**src/rtl/prml_pkg.sv**
```systemverilog
// Shared PRML trellis definitions: encoder phases, trellis state type, and the
// codeword / next-state table (also used by the decoder's error checks).
package prml_pkg;

  typedef enum logic [2:0] {
    PH_IDLE,
    PH_SYM1,
    PH_SYM2,
    PH_TAIL1,
    PH_TAIL2
  } phase_t;

  typedef logic [1:0] trellis_t;

  // Returns {first, second} channel symbols for data bit d leaving state s.
  function automatic logic [1:0] codeword(trellis_t s, logic d);
    logic [1:0] cw;
    case (s)
      2'b00:   cw = d ? 2'b11 : 2'b00;
      2'b10:   cw = d ? 2'b00 : 2'b11;
      2'b11:   cw = d ? 2'b10 : 2'b01;
      default: cw = d ? 2'b01 : 2'b10;
    endcase
    return cw;
  endfunction

  // State holds {d[n-1], d[n-2]}: shift the new bit in, drop the oldest.
  function automatic trellis_t next_state(trellis_t s, logic d);
    return {d, s[1]};
  endfunction

endpackage

```
**src/rtl/prml_trellis_map.sv**
```systemverilog
// Combinational trellis lookup: codeword symbols and successor state for one bit.
module prml_trellis_map
  import prml_pkg::*;
(
  input  trellis_t   state,
  input  logic       data,
  output logic [1:0] sym_pair,
  output trellis_t   state_next
);

  assign sym_pair   = codeword(state, data);
  assign state_next = next_state(state, data);

endmodule

```
**src/rtl/prml_encoder.sv**
```systemverilog
// PRML channel encoder: one data bit in per codeword, two serial symbols out,
// optional zero tail after in_last to return the trellis to state 00.
module prml_encoder
  import prml_pkg::*;
#(
  parameter int unsigned TAIL_BITS = 2,
  parameter logic        IDLE_SYM  = 1'b0
) (
  input  logic     clock,
  input  logic     reset,
  input  logic     in_data,
  input  logic     in_valid,
  input  logic     in_last,
  output logic     in_ready,
  output logic     out,
  output logic     out_valid,
  output logic     sym_first,
  output logic     frame_done,
  output trellis_t enc_state
);

  // Handshake: a bit transfers on a rising edge where in_valid && in_ready.
  // in_ready is registered and never depends on in_valid; upstream holds
  // in_data/in_last stable until the transfer happens.

  localparam logic [3:0] TAIL_LOAD = 4'(TAIL_BITS);

  phase_t     phase, phase_n;
  trellis_t   enc_n;
  logic       second_q, second_n;
  logic       last_q, last_n;
  logic [3:0] tail_cnt, tail_n;
  logic       out_n, out_valid_n, sym_first_n, frame_done_n, in_ready_n;

  logic       accept, tail_start, map_data;
  logic [1:0] sym_pair;
  trellis_t   state_next;

  prml_trellis_map u_map (
    .state      (enc_state),
    .data       (map_data),
    .sym_pair   (sym_pair),
    .state_next (state_next)
  );

  always_ff @(posedge clock) begin
    if (reset) begin
      phase      <= PH_IDLE;
      enc_state  <= 2'b00;
      second_q   <= 1'b0;
      last_q     <= 1'b0;
      tail_cnt   <= 4'd0;
      out        <= IDLE_SYM;
      out_valid  <= 1'b0;
      sym_first  <= 1'b0;
      frame_done <= 1'b0;
      in_ready   <= 1'b1;
    end else begin
      phase      <= phase_n;
      enc_state  <= enc_n;
      second_q   <= second_n;
      last_q     <= last_n;
      tail_cnt   <= tail_n;
      out        <= out_n;
      out_valid  <= out_valid_n;
      sym_first  <= sym_first_n;
      frame_done <= frame_done_n;
      in_ready   <= in_ready_n;
    end
  end

  always_comb begin
    phase_n      = phase;
    enc_n        = enc_state;
    second_n     = second_q;
    last_n       = last_q;
    tail_n       = tail_cnt;
    out_n        = IDLE_SYM;
    out_valid_n  = 1'b0;
    sym_first_n  = 1'b0;
    frame_done_n = 1'b0;

    accept     = in_valid && in_ready;
    // A tail codeword starts after the last data SYM2 or after a tail SYM2,
    // as long as tail bits remain.
    tail_start = ((phase == PH_SYM2 && last_q) || phase == PH_TAIL2) && (tail_cnt != 4'd0);
    map_data   = tail_start ? 1'b0 : in_data;

    unique case (phase)
      PH_SYM1: begin
        phase_n      = PH_SYM2;
        out_n        = second_q;
        out_valid_n  = 1'b1;
        frame_done_n = last_q && (tail_cnt == 4'd0);
      end
      PH_TAIL1: begin
        phase_n      = PH_TAIL2;
        out_n        = second_q;
        out_valid_n  = 1'b1;
        tail_n       = tail_cnt - 4'd1;
        frame_done_n = (tail_cnt == 4'd1);
      end
      default: begin
        if (tail_start) begin
          phase_n     = PH_TAIL1;
          out_n       = sym_pair[1];
          second_n    = sym_pair[0];
          enc_n       = state_next;
          out_valid_n = 1'b1;
          sym_first_n = 1'b1;
          last_n      = 1'b0;
        end else if (accept && phase != PH_TAIL2) begin
          phase_n     = PH_SYM1;
          out_n       = sym_pair[1];
          second_n    = sym_pair[0];
          enc_n       = state_next;
          out_valid_n = 1'b1;
          sym_first_n = 1'b1;
          last_n      = in_last;
          tail_n      = in_last ? TAIL_LOAD : 4'd0;
        end else begin
          phase_n = PH_IDLE;
          last_n  = 1'b0;
        end
      end
    endcase

    // Ready in the coming cycle unless a tail will follow the current codeword.
    in_ready_n = (phase_n == PH_IDLE) ||
                 (phase_n == PH_SYM2 && !(last_n && tail_n != 4'd0));
  end

endmodule
```
**config.mk**
```make
export PLATFORM = sky130hd
export DESIGN_NAME = prml_encoder
export DESIGN_NICKNAME = d
export VERILOG_FILES = /design/src/rtl/prml_pkg.sv /design/src/rtl/prml_trellis_map.sv /design/src/rtl/prml_encoder.sv
export SDC_FILE = /design/constraint.sdc
export NUM_CORES = 1
export LEC_CHECK = 0
export BUFFER_PORTS_ARGS = -buffer_cell sky130_fd_sc_hd__buf_2
export CORE_UTILIZATION = 52
export CTS_BUF_LIST = sky130_fd_sc_hd__clkbuf_8
export CTS_CLUSTER_DIAMETER = 150
export DETAILED_ROUTE_END_ITERATION = 16
export PLACE_DENSITY_LB_ADDON = 0.15
export SYNTH_ARGS = -nofsm -noshare
export SYNTH_HDL_FRONTEND = slang
export SYNTH_SLANG_ARGS = --single-unit
```
**constraint.sdc**
```tcl
create_clock -name clock -period 1.6 [get_ports clock]
set_input_delay 0.08 -clock clock [delete_from_list [all_inputs] [get_ports clock]]
set_output_delay 0.08 -clock clock [all_outputs]
set_load 0.01 [all_outputs]
```
==> impl_results.md, run 1 <==
- Max cap viols: 0
- Layout cell share with drive strength beyond 1: 48.8%
- I/O pin cnt: 12
- Area delta synth->final: 38.4%
- Routed met1 length: a little over 1000 um
- Final setup violation count: 8
- DRC violations left: 0
- H-tree depth: 1
- Cells after synthesis: 92
- Detailed Route WL: 2440 um
- Via count: about 800
- Total Neg Setup Slack: -0.206 ns
- CTS root buffer: clkbuf_8
- Vias in the first global route: approximately 800
- DRT iter0 DRCs: 27
- Crit. End Element: register
- Die area: 1830 um2
- Pre-CTS setup slack: -0.0361 ns
- Met2 WL: 1250 um
- Crit path time final: 1.64 ns
- Final worst slack: -0.0370 ns
- Peak VDD IR: approximately 0.00057 V
- Final hold viol count: 0
- Clk_skew: approximately 0.0035 ns
- Clock Path Buffers: 2
- CTS clk-pin slew, worst paths: ~0.060 ns
- Core Area: 1520 um2
- Clock Sinks: 16
- Final Power: 0.969 mW
- Cell count of the worst reg-to-reg path: 7
- Ys async rst share: 0%
- WHS: around 0.17 ns
- Status: finished, violations left
- Fmax: 611 MHz
- Post-DP HPWL: about 1400 um
- Starting density of the core: between 50% and 60%
- Slowest CP cell: or3b_4
- Crit-path cells: inv_2 > ha_4 > or3b_4 > a31oi_4 > o211ai_1 > buf_4 > a21oi_1
- CTS tree: done
- Die X: ~43 um
- Largest net degree at the start of global routing: 15
- Syn Nets: just under 100
- Total grt overflow: 0
- Critical Path Fanout Max: 5
- CP peak stage delay: around 0.41 ns
- Port Buffer Count: 11
- Leak: approximately 0.57 nW
- Total CTS buffers: 3
- Met3 WL post-DR: slightly below 80 um
- Reg2reg setup slack: -0.04 ns
- Die H: between 40 and 50 um
- Filler Cells Inserted: approximately 110
- WL/cell: between 15 and 20 um
- First-pass DRT Iterations: 4
- Mapped Area: around 860 um2
- Worst Setup Start Kind: register
- Mapped Avg Cell Area: 9.40 um2
- ANT nets after route: 0
- Pins Over Slew Limit: 0
- Register area share after synthesis: a little under two fifths
- Routability cong.: roughly 0.9
- Initial antenna violation count: 0
- Failing checks: setup timing
- CP Buf/Inv Count: 2
- Distinct cells, synth: 39
- Site Rows: 14
- Critical path depth in cells: 7
- Hold Path Stages: 2
- Pwr Density: 810 nW/um2
- Kind of critical path: register to register
- Final core occ: between 70% and 80%
- Worst endpoint required time: between 1.5 and 2 ns
- Later-pin clock latency in the skew report: 0.25 ns
- Synth Register Bits: 16
- CP Data Arrival Time: 1.82 ns
- Worst Hold Class: primary input to register
- RSZ-0062 raised after global routing: yes
- Fin nets: 130
- Mean number of vias per cell: 5.93
- N_diodes: 0
- Delay-heaviest family, CP: compound AO/OA/AOI/OAI gates
- Synth Flop Type: dfxtp_1
- YS warnings: 0
- Max_slew headroom: 75.3%
- Tot GR Track Use: 29.9%
- Global-route wire length before repair: 3950 um
- Max layer used: met4
- Number of synthesized flops with an enable pin: 0
- Worst Max-Slew Pin Slew: 0.371 ns
- Final period utilization: 102%
cells in the final DEF (no fill, tap or decap), types with 2 or more instances in the layout:
| master | count |
|---|---|
| a21oi_1 | 7 |
| and2_1 | 2 |
| buf_2 | 11 |
| buf_4 | 19 |
| clkbuf_8 | 3 |
| dfxtp_1 | 11 |
| dfxtp_2 | 5 |
| inv_2 | 3 |
| mux2i_1 | 2 |
| nand2_1 | 3 |
| nand2b_1 | 3 |
| nand3_1 | 2 |
| nand3_2 | 2 |
| nor2_1 | 15 |
| nor3b_4 | 2 |
| o21a_1 | 2 |
| o22ai_2 | 2 |
| xnor2_1 | 2 |
| xor2_1 | 3 |
layer usage:
layer  vias up  global-route usage [%]
li1        384                       -
met1       396                    36.3
met2        22                    51.8
met3        10                    4.26
met4         0                    13.1
met5         -                       0
cell usage after synthesis (3+ instances only):
cell type,n,area [um2]
nor2_1,15,56.3
xor2_1,3,26.3
dfxtp_1,16,320
a21oi_1,7,35.0
nand2_1,3,11.3
nand2b_1,3,18.8
nand3_1,4,20.0
registers in the layout, summed over array words and instances, names as in the netlist:
| name | cells |
|---|---|
| enc_state | 2 |
| last_q | 1 |
| out_valid | 1 |
| sym_first | 1 |
| out | 1 |
| frame_done | 1 |
| tail_cnt | 4 |
| second_q | 1 |
| in_ready | 1 |
| phase | 3 |
power by group:
part	switching (mW)	internal, mW	leakage [nW]	total, mW
Sequential	0.0158	0.421	0.133	0.437
Combinational	0.113	0.114	0.411	0.227
Clock	0.138	0.167	0.0216	0.305
Total	0.267	0.702	0.565	0.969
kinds of logic (layout without fill, tap and decap cells):
| group | count (synthesis) | count (layout) | synth area share (%) |
|---|---|---|---|
| AOI/OAI and AO/OA | 21 | 21 | 20.4 |
| xor gates and xnor gates | 5 | 5 | 5.07 |
| adders and majority gates | 2 | 2 | 2.89 |
| buffers and inverters | 8 | 37 | 5.79 |
| DFF | 16 | 16 | 37.0 |
| muxes | 2 | 2 | 2.32 |
| and+or+nand+nor | 38 | 38 | 26.5 |
worst paths after layout:
| path | startpoint | to |
|---|---|---|
| worst max-delay path | tail_cnt[1]$_SDFF_PP0_ | last_q$_SDFF_PP0_ |
| worst min-delay path | reset | enc_state[0]$_SDFFE_PP0P_ |
| worst max register to register | tail_cnt[1]$_SDFF_PP0_ | last_q$_SDFF_PP0_ |
| worst min register to register | second_q$_SDFFE_PP0P_ | out$_SDFF_PP0_ |
through the flow:
step	std cells	area (um2)
after floorplan	92	890
after global routing	137	1200
after detailed placement	128	1030
after global placement	128	1030
final	137	1200
after CTS	136	1180
cell type report:
type	instances	area (um2)	share of cell area, %
clock buffer	3	41.3	3.45
inverter	3	11.3	0.941
multi-input combinational	68	588	49.2
sequential	16	327	27.3
tap	16	20.0	1.67
timing repair buffer	31	209	17.5
timing repair:
| action | 4_1_cts | 5_1_grt |
|---|---|---|
| resized for setup | 12 | 4 |
| pin swaps | 7 | 4 |
| hold buffers | 0 | 0 |
| setup buffers | 5 | 1 |
| endpoints found under the setup margin | 9 | 11 |
(Power assumes the default switching activity.)
==> run 2: changes to the inputs <==
--- a/config.mk
+++ b/config.mk
@@ -5,6 +5,7 @@
 export SDC_FILE = /design/constraint.sdc
 export NUM_CORES = 1
 export LEC_CHECK = 0
+export ABC_AREA = 1
 export BUFFER_PORTS_ARGS = -buffer_cell sky130_fd_sc_hd__buf_2
 export CORE_UTILIZATION = 52
 export CTS_BUF_LIST = sky130_fd_sc_hd__clkbuf_8
==> run 2 against run 1 <==
Effect of this change:
- the run now ends clean
- clock power up 19%
- setup slack better by 0.14 ns
- clock-buffer cell count up 1
- die area down 3.9%
- non-clock buffer count down 16
- combinational power down 30%
- sequential share of layout area up 4.5 points
- sequential cell count unchanged
- utilization down 11 points
- hold slack worse by 0.0097 ns
- critical endpoint is now second_q$_SDFFE_PP0P_
==> impl_results.md, run 2 <==
- Port Buffer Count: 11 (unchanged)
- Die area: 1760 um2 (-3.9%)
- Crit. End Element: register
- Initial antenna violation count: 0 (unchanged)
- Syn Nets: 126 (+27%)
- Tot GR Track Use: 23.7% (-6.2 points)
- H-tree depth: 1 (unchanged)
- Register area share after synthesis: 38.6% (+1.6 points)
- Vias in the first global route: 755 (-5.7%)
- Ys async rst share: 0% (unchanged)
- Finished Layout Cells: 153 (+12%)
- Top flop regs: tail_cnt (4), phase (3), enc_state (2)
- Fmax: 667 MHz (+9.2%)
- Setup Fix Bufs, Post-CTS: 0 (-5)
- Dpl cells: 149 (+16%)
- DRC violations left: 0 (unchanged)
- CP Data Arrival Time: 1.64 ns (-0.18 ns)
- Number of synthesized flops with an enable pin: 0 (unchanged)
- CTS tree: done
- Clock Sinks: 16 (unchanged)
- Total CTS buffers: 3 (unchanged)
- Max cap viols: 0 (unchanged)
- Mapped Area: 830 um2 (-4.1%)
- Critical Path Fanout Max: 5 (unchanged)
- Worst Setup Start Kind: register
- Clock Path Buffers: 2 (unchanged)
- N_diodes: 0 (unchanged)
- Final setup violation count: 0 (-8)
- Pre-CTS setup slack: 0.0211 ns (+0.0571 ns)
- Filler Cells Inserted: 139 (+32%)
- Most numerous cell in the Yosys netlist: nand2_1
- I/O pin cnt: 12 (unchanged)
- Mean number of vias per cell: 5.37 (-9.4%)
- Starting density of the core: 55.1% (-1.7 points)
- First-pass DRT Iterations: 4 (unchanged)
- Distinct cells, synth: 21 (-46%)
- CTS root buffer: clkbuf_8
- WL/cell: 12.9 um (-27%)
- Later-pin clock latency in the skew report: 0.25 ns (about the same)
- Max FFs per register: 4 (unchanged)
- Most frequent cells in the layout: 31 x nand2_1, 14 x nor2_1, 14 x dfxtp_1, 11 x a21oi_1, 11 x buf_2
- Global-route wire length before repair: 3090 um (-22%)
- Total Neg Setup Slack: 0 ns (+0.206 ns)
- Pins Over Slew Limit: 0 (unchanged)
- Post-DP HPWL: 1430 um (+5.6%)
- Crit path time final: 1.50 ns (-0.138 ns)
- Post_cts resized: 0 (-12)
- Fin nets: 145 (+12%)
- Final hold viol count: 0 (unchanged)
- Final period utilization: 93.7% (-8.6 points)
- Worst endpoint required time: 1.74 ns (-0.04 ns)
- Layout cell share with drive strength beyond 1: 29.2% (-20 points)
- Area delta synth->final: 23.4%
- Via count: 822 (+1.2%)
- Clk_skew: 0.00170 ns (-0.00184 ns)
- Die H: 41.9 um (-2.0%)
- CTS hold repair buffers: 0 (unchanged)
- Detailed Route WL: 1980 um (-19%)
- Leak: 0.489 nW (-13%)
- Yosys top cell by area: dfxtp_1
- Routability cong.: 0.906 (+3.3%)
- Pwr Density: 933 nW/um2 (+15%)
- Commonest non-fill, non-tap cell in the layout: nand2_1
- Cells after synthesis: 119 (+29%)
- Top cells by area, synth: dfxtp_1 39%, nand2_1 14%, a21oi_1 6.6%, nor2_1 6.3%, nand3_1 5.4%
- Biggest register: tail_cnt
- DRT iter0 DRCs: 29 (+7.4%)
- Worst Max-Slew Pin Slew: 0.276 ns (-0.0943 ns)
- Kind of critical path: register to register
- Core Area: 1510 um2 (-1.1%)
- Site Rows: 14 (unchanged)
- YS warnings: 0 (unchanged)
- Worst Hold Class: primary input to register
- Synth Flop Type: dfxtp_1
- Largest net degree at the start of global routing: 15 (unchanged)
- CTS clk-pin slew, worst paths: 0.06 ns (about the same)
- Hold Path Stages: 3 (+1)
- Total grt overflow: 0 (unchanged)
- Synth top area share: 38.6% (+1.6 points)
- Status: finished, final reports clean
- Mapped Avg Cell Area: 6.97 um2 (-26%)
- Peak VDD IR: 0.000613 V (+7.2%)
- Final worst slack: 0.101 ns (+0.138 ns)
- Max_slew headroom: 81.4% (+6.1 points)
- Most frequent cells after synthesis: 32 x nand2_1, 16 x dfxtp_1, 14 x nor2_1
- ANT nets after route: 0 (unchanged)
- Synth Register Bits: 16 (unchanged)
- Cell count of the worst reg-to-reg path: 10 (+3)
- Die X: 41.9 um (-2.0%)
-- run 2: cells by family (layout without fill, tap and decap cells) --
kind of cell,count (synthesis),count (layout),share of synthesized area (%)
and+or+nand+nor,66,66,36.8
AOI/OAI and AO/OA,17,17,11.0
DFF,16,16,38.6
buffers and inverters,14,32,6.33
xor gates and xnor gates,4,4,4.22
adders and majority gates,2,2,3.02
-- run 2: worst max-delay path, cell delays in order, from the launching register on --
cell	delay [ns]
dfxtp_4	0.36
inv_2	0.06
ha_4	0.17
nand3_4	0.11
inv_1	0.08
a21oi_2	0.16
nor2_2	0.07
nor2_4	0.12
nand2_2	0.08
o21ai_1	0.12
a31oi_1	0.05
-- run 2: layout make-up --
class	count	area, um2	area share [%]
multi-input cells	89	489	47.8
well taps	16	20.0	1.96
inverters	13	48.8	4.77
repair buffers	15	85.1	8.31
flip-flops and latches	16	325	31.8
clock buffers	4	55.1	5.38
-- run 2: where the power goes --
part	total, mW	switching, mW	internal [mW]
Sequential	0.434	0.0144	0.420
Combinational	0.159	0.0974	0.0614
Clock	0.362	0.143	0.219
-- run 2: through the flow --
stage	util, %	hold slack (ns)	area [um2]	total power [mW]
after global placement	61.8	0.410	931	0.585
final	67.9	0.161	1020	0.955
after floorplan	-	0.149	830	0.541
after global routing	67.9	0.180	1020	0.998
after detailed placement	61.8	0.426	931	0.589
after CTS	65.4	0.160	986	0.949
-- run 2: worst paths after layout --
check / startpoint / slack [ns] / end
min reg2reg: second_q$_SDFFE_PP0P_ / 0.49 / second_q$_SDFFE_PP0P_
max: tail_cnt[1]$_SDFF_PP0_ / 0.10 / second_q$_SDFFE_PP0P_
max reg2reg: tail_cnt[1]$_SDFF_PP0_ / 0.10 / second_q$_SDFFE_PP0P_
min: in_data / 0.16 / enc_state[1]$_SDFFE_PP0P_
-- run 2: metal layers --
metal,share of wire [%],GRT usage (%)
met5,0,0
met4,3.0,13.5
met3,3.9,3.91
met2,52,39.1
met1,41,29.0
==> run 3: changes to the inputs <==
--- a/config.mk
+++ b/config.mk
@@ -7,7 +7,8 @@
 export LEC_CHECK = 0
 export ABC_AREA = 1
 export BUFFER_PORTS_ARGS = -buffer_cell sky130_fd_sc_hd__buf_2
-export CORE_UTILIZATION = 52
+export CORE_MARGIN = 2
+export CORE_UTILIZATION = 45
 export CTS_BUF_LIST = sky130_fd_sc_hd__clkbuf_8
 export CTS_CLUSTER_DIAMETER = 150
 export DETAILED_ROUTE_END_ITERATION = 16
==> run 3 against run 2 <==
Effect of this change:
- critical path depth is the same
- final cell count grew 7.8%
- clock-buffer cell count is the same
- sequential power is essentially flat
- wire length shrank 4.0%
- maximum frequency grew 0.11%
- hold slack lost 0.021 ns
- sequential share of layout area shrank 1.3 points
- cell area grew 2.9%
- largest power group unchanged
==> impl_results.md, run 3 (synthesis results as in run 2) <==
- CTS hold repair buffers: 0 (unchanged)
- Core Area: 1730 um2 (+15%)
- Clock Sinks: 16 (unchanged)
- Fin nets: 148 (+2.1%)
- Initial antenna violation count: 0 (unchanged)
- Tot GR Track Use: 18.0% (-5.7 points)
- Port Buffer Count: 11 (unchanged)
- Layout cell share with drive strength beyond 1: 28.6% (-0.63 points)
- Biggest register: tail_cnt
- Most frequent cells in the layout: 32 x nand2_1, 15 x dfxtp_1, 13 x nor2_1, 11 x a21oi_1, 11 x buf_2
- DRT iter0 DRCs: 14 (-52%)
- Max cap viols: 0 (unchanged)
- Area delta synth->final: 27.0%
- H-tree depth: 1 (unchanged)
- Worst endpoint required time: 1.74 ns (about the same)
- Leak: 0.503 nW (+2.8%)
- Pins Over Slew Limit: 0 (unchanged)
- First-pass DRT Iterations: 4 (unchanged)
- Commonest non-fill, non-tap cell in the layout: nand2_1
- WHS: 0.140 ns (-0.0212 ns)
- Critical Path Fanout Max: 5 (unchanged)
- WL/cell: 11.5 um (-11%)
- CTS clk-pin slew, worst paths: 0.07 ns (about the same)
- Slowest CP cell: dfxtp_1
- N_diodes: 0 (unchanged)
- Routability cong.: 0.894 (-1.2%)
- Peak VDD IR: 0.000598 V (-2.5%)
- Crit. End Element: register
- Post-DP HPWL: 1330 um (-7.0%)
- CP peak stage delay: 0.33 ns (-0.03 ns)
- Largest net degree at the start of global routing: 15 (unchanged)
- Placed Area: 950 um2 (+2.0%)
- Via count: 823 (+0.12%)
- Vias in the first global route: 646 (-14%)
- Final Power: 0.965 mW (+1.0%)
- Most frequent cell on the critical path: inv_1
- Pwr Density: 916 nW/um2 (-1.9%)
- CP Data Arrival Time: 1.64 ns (about the same)
- Crit-path cells: inv_1 > ha_4 > nand3_4 > inv_1 > a21oi_2 > nor2_2 > nor2_4 > nand2_1 > o21ai_1 > a31oi_1
- Status: finished, final reports clean
- Starting density of the core: 48.0% (-7.0 points)
- Clk_skew: 0.00349 ns (+0.00179 ns)
- CTS tree: done
- Fmax: 668 MHz (+0.11%)
- DRC violations left: 0 (unchanged)
- Max FFs per register: 4 (unchanged)
- Top flop regs: tail_cnt (4), phase (3), enc_state (2)
- Crit path time final: 1.50 ns (-0.00170 ns)
- Detailed Route WL: 1900 um (-4.0%)
- Worst Hold Class: primary input to register
- Final period utilization: 93.6% (-0.11 points)
- Storage element area: 322 um2 (-1.2%)
- Kind of critical path: register to register
- Final hold viol count: 0 (unchanged)
- Post-route cell area: 1050 um2 (+2.9%)
- Footprint of the multi-input gates: 489 um2 (unchanged)
- CTS root buffer: clkbuf_8
- Die X: 46.9 um (+12%)
- Total grt overflow: 0 (unchanged)
- Max_slew headroom: 81.3% (-0.098 points)
- Die area: 2200 um2 (+25%)
- Die H: 46.9 um (+12%)
- Clock Path Buffers: 2 (unchanged)
- I/O pin cnt: 12 (unchanged)
- Final setup violation count: 0 (unchanged)
- Worst Setup Start Kind: register
- Site Rows: 15 (+1)
- Total CTS buffers: 3 (unchanged)
- Global-route wire length before repair: 2750 um (-11%)
- Mean number of vias per cell: 4.99 (-7.2%)
- Worst Max-Slew Pin Slew: 0.281 ns (+0.00439 ns)
- ANT nets after route: 0 (unchanged)
- Filler Cells Inserted: 161 (+16%)
- Later-pin clock latency in the skew report: 0.26 ns (about the same)
run 3: per-layer routing:
layer / track usage, % / wire (um) / share of wire, % / up-vias
met4: 8.89 / 33 / 1.7 / 0
met2: 25.2 / 830 / 44 / 23
met3: 4.62 / 94 / 5.0 / 5
li1: - / - / - / 426
met5: 0 / 0 / 0 / -
met1: 25.5 / 940 / 50 / 369
run 3: critical path, delay by kind of cell, from the launching register on:
family	cells	cell delay, ns
and+or+nand+nor	4	0.38
adders and majority gates	1	0.19
buffers and inverters	2	0.17
AOI/OAI and AO/OA	3	0.32
DFF	1	0.33
run 3: final cells by class:
class	count	area share (%)
repair buffers	18	10.2
well taps	25	2.97
multi-input cells	89	46.4
clock buffers	4	5.23
flip-flops and latches	16	30.5
inverters	13	4.63
run 3: metrics by stage:
step	std cells	TNS (ns)	setup WS [ns]	utilization, %
2_1_floorplan	119	0	0.0988	-
3_3_place_gp	159	0	0.115	55.0
3_5_place_dp	159	0	0.0585	55.0
4_1_cts	163	0	0.0357	58.2
5_1_grt	165	-0.0192	-0.0159	61.0
6_report	165	0	0.103	61.0
run 3: where the power goes:
group	leakage [nW]	total, mW	internal (mW)	switching, mW
clock network	0.0288	0.370	0.219	0.151
logic	0.343	0.162	0.0646	0.0970
registers	0.131	0.433	0.420	0.0131
total	0.503	0.965	0.703	0.261
run 3: final timing paths:
kind,from,to,slack [ns],cells after the start
worst max-delay path,tail_cnt[1]$_SDFF_PP0_,second_q$_SDFFE_PP0P_,0.10,10
worst max register to register,tail_cnt[1]$_SDFF_PP0_,second_q$_SDFFE_PP0P_,0.10,10
worst min-delay path,in_data,enc_state[1]$_SDFFE_PP0P_,0.14,3
worst min register to register,second_q$_SDFFE_PP0P_,out$_SDFF_PP0_,0.47,2
run 3: what timing repair did:
action / in CTS / in global routing
resized for setup: 0 / 8
endpoints found under the hold margin: 0 / 0
setup buffers: 0 / 2
setup endpoints to repair: 0 / 5
